<file path="config.mk">
export PLATFORM = sky130hd
export DESIGN_NAME = adder_measure_ctrl_flat
export DESIGN_NICKNAME = d
export VERILOG_FILES = /design/src/rtl/adder_measure_pkg.sv /design/src/rtl/adder_measure_ctrl_if.sv /design/src/rtl/adder_measure_ctrl.sv /design/src/flat_wrapper.sv
export SDC_FILE = /design/constraint.sdc
export NUM_CORES = 1
export LEC_CHECK = 0
export ABC_AREA = 1
export BUFFER_PORTS_ARGS = -buffer_cell sky130_fd_sc_hd__buf_4
export CAP_MARGIN = 20
export CORE_ASPECT_RATIO = 1.25
export CORE_UTILIZATION = 25
export DETAILED_ROUTE_END_ITERATION = 8
export PLACE_DENSITY = 0.44
export RECOVER_POWER = 100
export SETUP_SLACK_MARGIN = 0.1
export SLEW_MARGIN = 15
export SYNTH_ARGS = -nofsm -noshare
export SYNTH_HDL_FRONTEND = slang
export SYNTH_SLANG_ARGS = --single-unit
</file>
<file path="constraint.sdc">
create_clock -name wb_clk_i -period 8.2 [get_ports wb_clk_i]
set_clock_uncertainty 0.15 [all_clocks]
set_input_delay 0.41 -clock wb_clk_i [delete_from_list [all_inputs] [get_ports wb_clk_i]]
set_output_delay 0.41 -clock wb_clk_i [all_outputs]
set_load 0.02 [all_outputs]
</file>
<file path="src/rtl/adder_measure_pkg.sv">
// Shared types and helpers for the ring-oscillator adder delay measurement sequencer.
package adder_measure_pkg;

   typedef enum logic [2:0] {
      S_IDLE,
      S_LOAD,
      S_SETTLE,
      S_RUN,
      S_DRAIN,
      S_CAPTURE
   } state_t;

   localparam int DRAIN_CYCLES = 2;
   localparam int MAX_W        = 256;

   // Active-low one-hot; callers truncate to their own operand width.
   function automatic logic [MAX_W-1:0] onehot_b(input logic [7:0] idx);
      return ~(MAX_W'(1) << idx);
   endfunction

endpackage

</file>
<file path="src/rtl/adder_measure_ctrl_if.sv">
// Logic-analyser command/result bundle between the register block and the sequencer.
interface adder_measure_ctrl_if #(
   parameter int WIDTH = 32,
   parameter int CNT_W = 32,
   parameter int SEL_W = $clog2(WIDTH)
);
   logic             start;
   logic             abort;
   logic [WIDTH-1:0] a_in;
   logic [WIDTH-1:0] b_in;
   logic [SEL_W-1:0] ring_sel;
   logic [SEL_W-1:0] out_sel;
   logic [15:0]      window;
   logic             busy;
   logic             done;
   logic             aborted;
   logic [CNT_W-1:0] result_count;
   logic [WIDTH-1:0] result_sum;

   modport master (
      output start, abort, a_in, b_in, ring_sel, out_sel, window,
      input  busy, done, aborted, result_count, result_sum
   );

   modport slave (
      input  start, abort, a_in, b_in, ring_sel, out_sel, window,
      output busy, done, aborted, result_count, result_sum
   );
endinterface

</file>
<file path="src/rtl/adder_measure_ctrl.sv">
// Sequences one ring-oscillator delay measurement: load operands, settle, count for a
// programmed window, drain the counter synchroniser, then capture count and sum.
module adder_measure_ctrl
   import adder_measure_pkg::*;
#(
   parameter int WIDTH         = 32,
   parameter int CNT_W         = 32,
   parameter int SETTLE_CYCLES = 4,
   parameter int SEL_W         = $clog2(WIDTH)
) (
   input  logic             wb_clk_i,
   input  logic             wb_rst_i,
   adder_measure_ctrl_if.slave la,
   output logic [WIDTH-1:0] a_input,
   output logic [WIDTH-1:0] b_input,
   output logic [WIDTH-1:0] a_input_ring_bit_b,
   output logic [WIDTH-1:0] s_output_bit_b,
   output logic             ring_en,
   output logic             cnt_clear,
   input  logic [CNT_W-1:0] ring_count,
   input  logic [WIDTH-1:0] sum
);

   state_t      state, nxt;
   logic [15:0] cnt;
   logic [15:0] win_q;
   logic        accept;
   logic        abort_busy;
   logic        aborted_q;
   logic [CNT_W-1:0] res_cnt_q;
   logic [WIDTH-1:0] res_sum_q;

   assign accept     = (state == S_IDLE) && la.start && !la.abort;
   assign abort_busy = (state != S_IDLE) && la.abort;

   always_comb begin
      nxt = state;
      unique case (state)
         S_IDLE:    if (accept) nxt = S_LOAD;
         S_LOAD:    nxt = S_SETTLE;
         S_SETTLE:  if (cnt == 16'd0) nxt = (win_q == 16'd0) ? S_DRAIN : S_RUN;
         S_RUN:     if (cnt == 16'd0) nxt = S_DRAIN;
         S_DRAIN:   if (cnt == 16'd0) nxt = S_CAPTURE;
         S_CAPTURE: nxt = S_IDLE;
         default:   nxt = S_IDLE;
      endcase
      if (abort_busy) nxt = S_IDLE;
   end

   always_ff @(posedge wb_clk_i or posedge wb_rst_i) begin
      if (wb_rst_i) state <= S_IDLE;
      else          state <= nxt;
   end

   // One down-counter times SETTLE, RUN and DRAIN; reloaded on each phase entry.
   always_ff @(posedge wb_clk_i or posedge wb_rst_i) begin
      if (wb_rst_i) begin
         cnt <= '0;
      end else if (nxt != state) begin
         unique case (nxt)
            S_SETTLE: cnt <= 16'(SETTLE_CYCLES - 1);
            S_RUN:    cnt <= win_q - 16'd1;
            S_DRAIN:  cnt <= 16'(DRAIN_CYCLES - 1);
            default:  cnt <= cnt;
         endcase
      end else if (cnt != 16'd0) begin
         cnt <= cnt - 16'd1;
      end
   end

   always_ff @(posedge wb_clk_i or posedge wb_rst_i) begin
      if (wb_rst_i) begin
         a_input            <= '0;
         b_input            <= '0;
         win_q              <= '0;
         a_input_ring_bit_b <= '1;
         s_output_bit_b     <= '1;
         aborted_q          <= 1'b0;
         res_cnt_q          <= '0;
         res_sum_q          <= '0;
      end else begin
         aborted_q <= abort_busy;
         if (accept) begin
            a_input            <= la.a_in;
            b_input            <= la.b_in;
            win_q              <= la.window;
            a_input_ring_bit_b <= WIDTH'(onehot_b(8'(la.ring_sel)));
            s_output_bit_b     <= WIDTH'(onehot_b(8'(la.out_sel)));
         end else if ((state != S_IDLE) && (nxt == S_IDLE)) begin
            a_input_ring_bit_b <= '1;
            s_output_bit_b     <= '1;
         end
         // Results land on CAPTURE entry so they are valid while done is high.
         if ((state == S_DRAIN) && (nxt == S_CAPTURE)) begin
            res_cnt_q <= ring_count;
            res_sum_q <= sum;
         end
      end
   end

   assign la.busy         = (state != S_IDLE);
   assign la.done         = (state == S_CAPTURE);
   assign la.aborted      = aborted_q;
   assign la.result_count = res_cnt_q;
   assign la.result_sum   = res_sum_q;
   assign ring_en         = (state == S_RUN);
   assign cnt_clear       = (state == S_LOAD);

endmodule

</file>
<file path="src/flat_wrapper.sv">
// flat-port wrapper written by rule: the top's interface ports become plain ports
module adder_measure_ctrl_flat import adder_measure_pkg::*;
#(
   parameter int WIDTH         = 32,
   parameter int CNT_W         = 32,
   parameter int SETTLE_CYCLES = 4,
   parameter int SEL_W         = $clog2(WIDTH)
)
  (wb_clk_i, wb_rst_i, a_input, b_input, a_input_ring_bit_b, s_output_bit_b, ring_en, cnt_clear, ring_count, sum, la_start, la_abort, la_a_in, la_b_in, la_ring_sel, la_out_sel, la_window, la_busy, la_done, la_aborted, la_result_count, la_result_sum);
  adder_measure_ctrl_if #(.WIDTH(WIDTH), .CNT_W(CNT_W), .SEL_W(SEL_W)) la_i ();
  input  logic wb_clk_i;
  input  logic wb_rst_i;
  output logic [WIDTH-1:0] a_input;
  output logic [WIDTH-1:0] b_input;
  output logic [WIDTH-1:0] a_input_ring_bit_b;
  output logic [WIDTH-1:0] s_output_bit_b;
  output logic ring_en;
  output logic cnt_clear;
  input  logic [CNT_W-1:0] ring_count;
  input  logic [WIDTH-1:0] sum;
  input wire logic [$bits(la_i.start)-1:0] la_start;
  input wire logic [$bits(la_i.abort)-1:0] la_abort;
  input wire logic [$bits(la_i.a_in)-1:0] la_a_in;
  input wire logic [$bits(la_i.b_in)-1:0] la_b_in;
  input wire logic [$bits(la_i.ring_sel)-1:0] la_ring_sel;
  input wire logic [$bits(la_i.out_sel)-1:0] la_out_sel;
  input wire logic [$bits(la_i.window)-1:0] la_window;
  output wire logic [$bits(la_i.busy)-1:0] la_busy;
  output wire logic [$bits(la_i.done)-1:0] la_done;
  output wire logic [$bits(la_i.aborted)-1:0] la_aborted;
  output wire logic [$bits(la_i.result_count)-1:0] la_result_count;
  output wire logic [$bits(la_i.result_sum)-1:0] la_result_sum;
  assign la_i.start = la_start;
  assign la_i.abort = la_abort;
  assign la_i.a_in = la_a_in;
  assign la_i.b_in = la_b_in;
  assign la_i.ring_sel = la_ring_sel;
  assign la_i.out_sel = la_out_sel;
  assign la_i.window = la_window;
  assign la_busy = la_i.busy;
  assign la_done = la_i.done;
  assign la_aborted = la_i.aborted;
  assign la_result_count = la_i.result_count;
  assign la_result_sum = la_i.result_sum;
  adder_measure_ctrl #(.WIDTH(WIDTH), .CNT_W(CNT_W), .SETTLE_CYCLES(SETTLE_CYCLES), .SEL_W(SEL_W)) u_core (.wb_clk_i(wb_clk_i), .wb_rst_i(wb_rst_i), .la(la_i), .a_input(a_input), .b_input(b_input), .a_input_ring_bit_b(a_input_ring_bit_b), .s_output_bit_b(s_output_bit_b), .ring_en(ring_en), .cnt_clear(cnt_clear), .ring_count(ring_count), .sum(sum));
endmodule
</file>
==> impl_results.md <==
- Status: complete, but fails checks
- Violated checks: max-capacitance violations, max-slew violations
- Critical path type: reg2reg
- Routability-driven placement congestion ratio: roughly 0.81
- Htree depth: 1
- ANT nets after route: 0
- Total grt overflow: 0
- # port buffers: roughly 350
- HPWL after DPL: 23.4 mm
- Pin slew with the least headroom to its limit: 3.20 ns
- Global-route wire length before repair: 53.4 mm
- Slew Limit Headroom: -113%
- Synthesized area: 10100 um^2
- Total CTS buffers: 27
- Core ar.: 39400 um^2
- #FFs+latches synth: approximately 230
- Most frequent CP cell: nand2_1
- Min Clock Period, post-route: 5.33 ns
- Number of global-route vias before repair: between 9000 and 10000
- Die area: 41000 um^2
- CTS root buf: clkbuf_16
- Final cell count without fillers: between 2000 and 2500
- # DRC: 0
- Clock transition at path regs: about 0.060 ns
- Pleak: 7.06 nW
- Synth warnings: 0
- Clock latency on the worst-skew pair: between 0.5 and 0.6 ns
- CTS Hold Bufs: 145
- CTS tree: built
- Starting Density: about a quarter
- P per Cell Area: ~330 nW/um^2
- Hold/Removal Path Class: in2reg
- Placed instance area: roughly 13000 um^2
- Post-Syn Nets: 1242
- Achievable frequency: ~190 MHz
- Area contributors post-synth: dfrtp_1, dfstp_2, nand2_1, mux2_2, nor3_1
- Critical-path cell list: nor2_1 > nand2_1 > nand2_1 > o21ai_4 > clkbuf_1 > o21ai_1 > nand2_2 > nand3_4 > nand2_4 > nand2_4 > nand2_1 > nand2_1
- Total GRT Usage: 16.4%
- DR pass1 iterations: 5
- Post-cts resize count: 0
- DR iter-0 viols: between 500 and 600
- Period utilization: 65.0%
- Nets@finish: 1724
- Vias: 9249
- Setup TNS: 0 ns
- CP endpoint kind: flop
- Max cap viols: 3
- Clock Sinks: ~230
- Cell area after layout: roughly 15000 um^2
- Initial antenna violation count: 0
- Seq/Total Area, Yosys: 57.6%
- Endpoints failing setup: 0
- RSZ-0062 raised after global routing: false
- Syn Inst Count: between 1000 and 1500
- Vias per cell: between 4 and 5
- Layout cells sized above 1: 22.9%
- WP data required: 8.48 ns
- Worst VDD drop: 0.136 mV
- Register area: 5790 um^2
- Syn Area/Cell: 9.30 um^2
- Hold Slack: 0.0732 ns
- Largest net degree at the start of global routing: 126
- Chip Width: 181 um
- Num rows: 81
- Synthesis-to-layout area growth: 47.9%
- Ant. Diodes: 0
- CTS max path bufs: 3
- Crit path launch type: flop
- WL per Instance: 16.5 um
- Crit path DAT: 5.60 ns
- Critical path fanouts, max: 66
- Crit path largest cell delay: about 2.2 ns
- Die Y-Extent: 226 um
- Slew Limit Fails: approximately 170
- Synth top area share: 40.8%
- Slowest CP cell: clkbuf_1
- Area of the multi-input gates: 3810 um^2
- Yosys cell types: 36
- WL final: 34.3 mm
- Fin. Hold Viols: 0
- Placed cells: around 1900
- Post-CTS Setup Inserts: 0
- Fillers: 4152
- # IOs: 355
- Leading area contributor after synthesis: dfrtp_1
## cell usage after synthesis
| library cell | count |
|---|---|
| nor2_4 | 1 |
| mux2_2 | 64 |
| nor4_1 | 8 |
| o21ai_0 | 17 |
| clkbuf_1 | 36 |
| buf_1 | 6 |
| nand2_2 | 6 |
| nand4_4 | 1 |
| clkinv_1 | 1 |
| inv_4 | 1 |
| nand3_2 | 2 |
| inv_2 | 7 |
| xnor2_1 | 2 |
| ha_1 | 3 |
| xor2_1 | 14 |
| buf_4 | 1 |
| buf_2 | 12 |
| o21ai_1 | 2 |
| nor2_1 | 73 |
| or2_2 | 2 |
| dfrtp_1 | 164 |
| a31oi_1 | 1 |
| o31ai_1 | 1 |
| inv_1 | 47 |
| nand2_4 | 3 |
| nand3_4 | 1 |
| buf_6 | 1 |
| a21oi_1 | 70 |
| nand3_1 | 38 |
| nand2_1 | 330 |
| nor3_1 | 77 |
| nor3_2 | 1 |
| dfstp_2 | 64 |
| nand4_2 | 1 |
| nor2_2 | 3 |
| nand4_1 | 20 |
## kinds of logic (layout without fill, tap and decap cells)
logic type               Yosys count  count (layout)  synth area share (%)
flip-flops                       228             228                  57.6
AO/OA/AOI/OAI                     91              91                  4.57
XOR/XNOR                          16              16                  1.39
multiplexers                      64              64                  7.17
adder cells (fa/ha/maj)            3               3                 0.373
AND/OR/NAND/NOR                  567             567                  24.5
buffers and inverters            112             615                  4.47
## path summary, 6_finish.rpt
check                              startpoint                            end  slack, ns  cells past startpoint
min                            la_ring_sel[2]  u_core.a_input_ring_bit_b[24]       0.07                      3
max                           u_core.state[1]                  u_core.cnt[7]       2.87                     12
min reg2reg                u_core.b_input[19]             u_core.b_input[19]       0.33                      2
max in group asynchronous            wb_rst_i                  u_core.cnt[2]       3.81                      4
max reg2reg                   u_core.state[1]                  u_core.cnt[7]       2.87                     12
min in group asynchronous            wb_rst_i     u_core.la.result_count[15]       0.47                      3
## flip-flops by register name (all words and copies together) (netlist names)
name and cells:
u_core.cnt 16, u_core.a_input_ring_bit_b 32, u_core.b_input 32, u_core.state 3, u_core.a_input 32, u_core.win_q 16
u_core.la.result_sum 32, u_core.la.result_count 32, u_core.s_output_bit_b 32, u_core.la.aborted 1
## where the power goes
part | internal (mW) | switching [mW]
Clock | 0.762 | 0.498
Combinational | 0.593 | 1.35
Sequential | 1.47 | 0.208
## layout by cell type, fill, tap and decap left out, types with 38 or more instances in the layout
cell type      netlist  final
dfstp_2             64     48
inv_1               47     46
dlygate4sd3_1        0    145
dfrtp_1            164    164
buf_4                1    177
clkbuf_1            36    190
nand2_1            330    332
nor2_1              73     75
nand3_1             38     38
nor3_1              77     77
a21oi_1             70     70
mux2_2              64     64
## stage by stage
stage / power, mW / utilization, % / setup WS (ns)
finish: 4.88 / 37.7 / 2.87
global route: 5.22 / 37.7 / 2.40
CTS: 5.20 / 39.5 / 4.86
detailed placement: 3.84 / 33.5 / 4.91
global placement: 3.83 / 33.4 / 4.99
floorplan: 3.02 / - / 1.50
## worst max-delay path, delay by kind of cell (launching register included)
family | cells | cell delay, ns
buffers and inverters | 1 | 2.22
and+or+nand+nor | 9 | 1.92
DFF | 1 | 0.51
AOI/OAI and AO/OA | 2 | 0.40
## area by class of cell
| type | instances | area share, % |
|---|---|---|
| Clock buffer | 38 | 5.29 |
| Clock inverter | 12 | 0.985 |
| Inverter | 56 | 1.49 |
| Multi-Input combinational cell | 741 | 25.6 |
| Sequential cell | 228 | 38.9 |
| Tap cell | 498 | 4.19 |
| Timing Repair Buffer | 509 | 23.5 |
## per-layer routing
layer,vias up,GRT usage (%),wire length [um],share of wire (%)
met1,4442,19.2,13600,40
met5,-,0,0,0
met3,58,3.68,2040,5.9
met2,253,29.0,17600,51
met4,0,6.26,1090,3.2
li1,4496,-,-,-
Note: power is estimated with default switching activity, not from simulation.
